--- src/rtl/rf_pkg.sv ---
// Shared types and constants for the multi-port register file.
package rf_pkg;
  localparam int DEF_DATA_W = 32;
  localparam int DEF_ADDR_W = 5;
  localparam int unsigned ZERO_REG = 0;

  typedef logic [DEF_ADDR_W-1:0] reg_addr_t;
  typedef logic [DEF_DATA_W-1:0] data_word_t;
endpackage

--- src/rtl/rf_scoreboard.sv ---
// Pending-write scoreboard: one busy bit per register, set on issue, cleared on write-back.
// Latency: rd_busy registered, 1 cycle, reflecting same-cycle set/clear. Backpressure: none.
module rf_scoreboard
  import rf_pkg::*;
#(
  parameter int ADDR_W = DEF_ADDR_W,
  parameter int NUM_RD = 2,
  parameter int NUM_WR = 2
) (
  input  logic                     clk,
  input  logic                     rst,
  input  logic                     sb_set,
  input  logic [ADDR_W-1:0]        sb_addr,
  input  logic [NUM_WR-1:0]        wr_en,
  input  logic [NUM_WR*ADDR_W-1:0] wr_addr,
  input  logic [NUM_RD*ADDR_W-1:0] rd_addr,
  output logic [NUM_RD-1:0]        rd_busy
);
  localparam int DEPTH = 1 << ADDR_W;

  logic [DEPTH-1:0] busy;
  logic [DEPTH-1:0] busy_nxt;

  // Set is applied after clears: a newly issued producer outranks a retiring one.
  always_comb begin
    busy_nxt = busy;
    for (int k = 0; k < NUM_WR; k++) begin
      if (wr_en[k]) busy_nxt[wr_addr[k*ADDR_W +: ADDR_W]] = 1'b0;
    end
    if (sb_set) busy_nxt[sb_addr] = 1'b1;
    busy_nxt[ADDR_W'(ZERO_REG)] = 1'b0;
  end

  always_ff @(posedge clk) begin
    if (rst) begin
      busy    <= '0;
      rd_busy <= '0;
    end else begin
      busy <= busy_nxt;
      for (int i = 0; i < NUM_RD; i++) begin
        rd_busy[i] <= busy_nxt[rd_addr[i*ADDR_W +: ADDR_W]];
      end
    end
  end
endmodule

--- src/rtl/rf_multiport.sv ---
// Multi-port register file with registered reads and RAW scoreboard; RF_BYPASS_EN selects write-first reads.
// Latency: writes visible next cycle, rd_data/rd_busy registered 1 cycle. Backpressure: none, accepts every cycle.
// Build option: define RF_BYPASS_EN to forward same-cycle write data to matching reads.
module rf_multiport
  import rf_pkg::*;
#(
  parameter int DATA_W = DEF_DATA_W,
  parameter int ADDR_W = DEF_ADDR_W,
  parameter int NUM_RD = 2,
  parameter int NUM_WR = 2
) (
  input  logic                     clk,
  input  logic                     rst,
  input  logic [NUM_WR-1:0]        wr_en,
  input  logic [NUM_WR*ADDR_W-1:0] wr_addr,
  input  logic [NUM_WR*DATA_W-1:0] wr_data,
  input  logic [NUM_RD*ADDR_W-1:0] rd_addr,
  output logic [NUM_RD*DATA_W-1:0] rd_data,
  output logic [NUM_RD-1:0]        rd_busy,
  input  logic                     sb_set,
  input  logic [ADDR_W-1:0]        sb_addr
);
  localparam int DEPTH = 1 << ADDR_W;
  localparam logic [ADDR_W-1:0] ZERO_A = ADDR_W'(ZERO_REG);

  logic [DATA_W-1:0]        mem [DEPTH];
  logic [NUM_RD*DATA_W-1:0] rd_nxt;

  // Ascending port order lets the highest-numbered port win an address conflict.
  always_ff @(posedge clk) begin
    if (rst) begin
      for (int e = 0; e < DEPTH; e++) mem[e] <= '0;
    end else begin
      for (int k = 0; k < NUM_WR; k++) begin
        if (wr_en[k] && (wr_addr[k*ADDR_W +: ADDR_W] != ZERO_A)) begin
          mem[wr_addr[k*ADDR_W +: ADDR_W]] <= wr_data[k*DATA_W +: DATA_W];
        end
      end
    end
  end

  always_comb begin
    rd_nxt = '0;
    for (int i = 0; i < NUM_RD; i++) begin
      rd_nxt[i*DATA_W +: DATA_W] = mem[rd_addr[i*ADDR_W +: ADDR_W]];
`ifdef RF_BYPASS_EN
      for (int k = 0; k < NUM_WR; k++) begin
        if (wr_en[k] && (wr_addr[k*ADDR_W +: ADDR_W] == rd_addr[i*ADDR_W +: ADDR_W])) begin
          rd_nxt[i*DATA_W +: DATA_W] = wr_data[k*DATA_W +: DATA_W];
        end
      end
`endif
      if (rd_addr[i*ADDR_W +: ADDR_W] == ZERO_A) rd_nxt[i*DATA_W +: DATA_W] = '0;
    end
  end

  always_ff @(posedge clk) begin
    if (rst) rd_data <= '0;
    else     rd_data <= rd_nxt;
  end

  rf_scoreboard #(
    .ADDR_W (ADDR_W),
    .NUM_RD (NUM_RD),
    .NUM_WR (NUM_WR)
  ) u_sb (
    .clk     (clk),
    .rst     (rst),
    .sb_set  (sb_set),
    .sb_addr (sb_addr),
    .wr_en   (wr_en),
    .wr_addr (wr_addr),
    .rd_addr (rd_addr),
    .rd_busy (rd_busy)
  );
endmodule

--- config.mk ---
export PLATFORM = sky130hd
export DESIGN_NAME = rf_multiport
export DESIGN_NICKNAME = d
export VERILOG_FILES = /design/src/rtl/rf_pkg.sv /design/src/rtl/rf_scoreboard.sv /design/src/rtl/rf_multiport.sv
export SDC_FILE = /design/constraint.sdc
export NUM_CORES = 2
export LEC_CHECK = 0
export ABC_AREA = 0
export BUFFER_PORTS_ARGS = -buffer_cell sky130_fd_sc_hd__clkbuf_2
export CORE_UTILIZATION = 57
export DETAILED_ROUTE_END_ITERATION = 12
export GPL_ROUTABILITY_DRIVEN = 0
export PLACE_DENSITY = 0.74
export SKIP_CTS_REPAIR_TIMING = 1
export SYNTH_ARGS = -nofsm -noshare
export SYNTH_HDL_FRONTEND = slang
export SYNTH_SLANG_ARGS = --single-unit
--- constraint.sdc ---
create_clock -name clk -period 2.56 [get_ports clk]
set_clock_uncertainty 0.2 [all_clocks]
set_input_delay 0.256 -clock clk [delete_from_list [all_inputs] [get_ports clk]]
set_output_delay 0.256 -clock clk [all_outputs]
set_load 0.02 [all_outputs]
==> impl_metrics.yaml <==
place:
  dp_slack_ns: -0.249
  postPlaceCellArea_mm2: 0.0669
  dp_hpwl_um: 145000
  port_buffers: 159
  dp.cells: 5246
floorplanning:
  start_util_pct: 57.5
  fp.coreArea_mm2: 0.107
  die_area_mm2: 0.109
  dieWidth_um: 330
  row_count: 120
  ios: 160
  fp.dieH_um: 330
sta:
  final.setup.worst_slack_ns: 0.119
  fin_crit_ns: 2.44
  period_share_pct: 95.4
  setup_viol: 0
  finalHoldViolCount: 1
  slew_violations: 0
  clock.fmax_ghz: 0.410
  tightest_slew_ns: 1.27
  relSlewSlack_pct: 14.9
  timing.hold.ws_ns: -0.00113
  rsz0062_at_grt: "no"
cells_and_area:
  fin_cells: 5494
  syn2layout_area_growth_pct: 15.6
  drive_gt1_share_pct: 36.1
  nets: 4075
  final_core_util_pct: 66.4
  fin_area_mm2: 0.0710
run_status:
  status: "finished with violations"
  violations: "hold timing"
worst_setup_path:
  crit_arrival_ns: 2.87
  cp_top_family: "buffers and inverters"
  cp_data_required_time_ns: 2.99
  timing_worst_setup_path_type: "in2reg"
  end_kind: "flop"
  path_max_fanout: 6
  crit_top_cell: "dlygate4sd3_1"
  max_stage_delay_ns: 0.61
  cp-start-kind: "primary input"
  critPathBufInv: 4
  slowest_stage: "dlygate4sd3_1"
  path_cells: "clkbuf_2 > dlygate4sd3_1 > or3b_4 > o221ai_2 > dlygate4sd3_1 > a21oi_1 > dlygate4sd3_1"
routing:
  viasPerCell: 8.35
  final_antenna_net_count: 0
  drc: 0
  wire_per_inst_um: 43.4
  wirelength_um: 238000
  drtIter0Drc: 8193
  num_vias: 45900
  dr.pass1.iters: 9
clock_network:
  clock_sinks: 1121
  clkLatencyLatePin_ns: 0.75
  cts.path.max_buffers: 3
  clkTransAtPathRegs_ns: 0.07
  h-tree-depth: 3
  cts_root_buffer: "clkbuf_16"
  cts_tree: "built"
  cts_made_buffers: 115
synth:
  synth-seq-area-share_pct: 53.2
  synth.distinct_cells: 64
  ys_async_sr_fraction_pct: 0
  syn_avg_cell_area_um2: 16.0
  synthFlopType: "edfxtp_1"
  syn_area_mm2: 0.0614
  synth.largest_area_cell: "edfxtp_1"
  synth_seq_cells: 1121
  synth_edf_count: 1024
  synthCells: 3850
  ys_warn_count: 0
  yosys-top-cells-area: "edfxtp_1, mux4_2, a22o_1"
  yosysTopAreaCellShare_pct: 50.0
job:
  maxCapViolations: 0
global_route:
  grt_pass1_wl_um: 332000
  overflow: 0
  grtUsageTotal_pct: 44.0
  antenna_found_initial: 15
  grt_pass1_vias: 44900
  grt_max_degree: 74
power_and_ir_drop:
  p_leak_nw: 24.4
  vdd.ir_drop.worst_mv: 0.729
  powerDensity_mw_per_mm2: 643
  p_total_mw: 45.6
min_path:
  hp-class: "in2reg"
## synth_stat cells (all sizes together), types with 2 or more instances
library cell and instances:
dfxtp 97, nor3 35, nor2b 4, nand2b 4
o211ai 2, a21oi 36, nand3b 13, nor4b 4
a21o 2, o21ai 12, o31ai 3, or3b 8
nand4b 5, nand4 3, a2bb2oi 3, mux2i 65
o221a 7, buf 151, a32oi 4, o22ai 2
nor4 2, nand3 14, or3 36, a22o 992
and4b 3, nand2 49, o221ai 21, edfxtp 1024
a31oi 3, inv 3, and2 2, clkbuf 430
o32ai 2, mux4 642, nor2 150
## routing by layer
metal | wire (um) | vias up | GRT usage [%] | share of wire (%)
met5 | 74 | - | 0 | 0.031
met3 | 43200 | 1511 | 17.8 | 18
met2 | 101000 | 5177 | 62.4 | 42
li1 | - | 16800 | - | -
met1 | 70200 | 22400 | 53.9 | 29
met4 | 24100 | 10 | 33.8 | 10
## path summary, 6_finish.rpt
kind / from / end / slack [ns] / depth (start not counted)
max: wr_addr[2] / u_sb.busy[9] / 0.12 / 7
min reg2reg: u_sb.busy[29] / u_sb.busy[29] / 0.29 / 2
min: rd_addr[7] / u_sb.rd_busy[1] / -0.001 / 4
max reg2reg: mem[12][1] / rd_data[33] / 0.33 / 4
## power by group
group          internal, mW  switching, mW  total, mW
clock                  9.98           7.57       17.5
sequential             21.1          0.640       21.7
combinational          2.81           3.55       6.35
total                  33.9           11.8       45.6
## cell usage in the layout (no fill, tap or decap), types with 8 or more instances in the layout
master         count
or3_2             31
clkinv_1          14
dfxtp_1           97
clkinv_2          23
mux4_2           642
clkbuf_1          23
mux2i_1           65
diode_2           13
a22o_1           992
nor2_1           120
a21oi_1           35
nand3_1           14
edfxtp_1        1024
dlygate4sd3_1     21
nor2_4            30
clkbuf_16        117
nand3b_1          13
o221ai_1          18
o21ai_0           12
bufinv_16         13
clkbuf_2         148
nand2_1           49
nor3_4             8
buf_12           145
buf_4            243
nor3_2            21
conb_1            32
clkbuf_8           9
## final cells by class
cell class	count	area [um^2]
antenna	13	32.5
clock buffer	149	3140
clock inverter	65	744
fill	7069	35900
inverter	3	11.3
multi-input combinational	2176	26900
sequential	1121	32700
tap	1403	1760
timing repair buffer	564	5770
## flip-flops by register name, summed over array words and instances, names as in the netlist
register      count
u_sb.rd_busy      2
u_sb.busy        31
rd_data          64
mem            1024
## tightest hold or removal path, cell delays in order
cell,delay [ns]
buf_6,0.22
o21ai_0,0.19
a221o_1,0.16
a31oi_1,0.04
## stage by stage
stage / TNS, ns / hold slack (ns)
finish: 0 / -0.00113
global route: 0 / 0.0102
CTS: 0 / -0.324
detailed placement: -10.46 / 0.277
global placement: -7.50 / 0.263
floorplan: 0 / 0.248
## kinds of logic (layout without fill, tap and decap cells)
logic type / after synthesis / after routing / share of synthesized area (%)
flip-flops: 1121 / 1121 / 53.2
AO/OA/AOI/OAI: 1099 / 1099 / 15.4
multiplexers: 708 / 708 / 24.6
buffers and inverters: 584 / 781 / 4.00
AND/OR/NAND/NOR: 337 / 337 / 2.76
other: 1 / 45 / 0.00610
(Power assumes the default switching activity.)
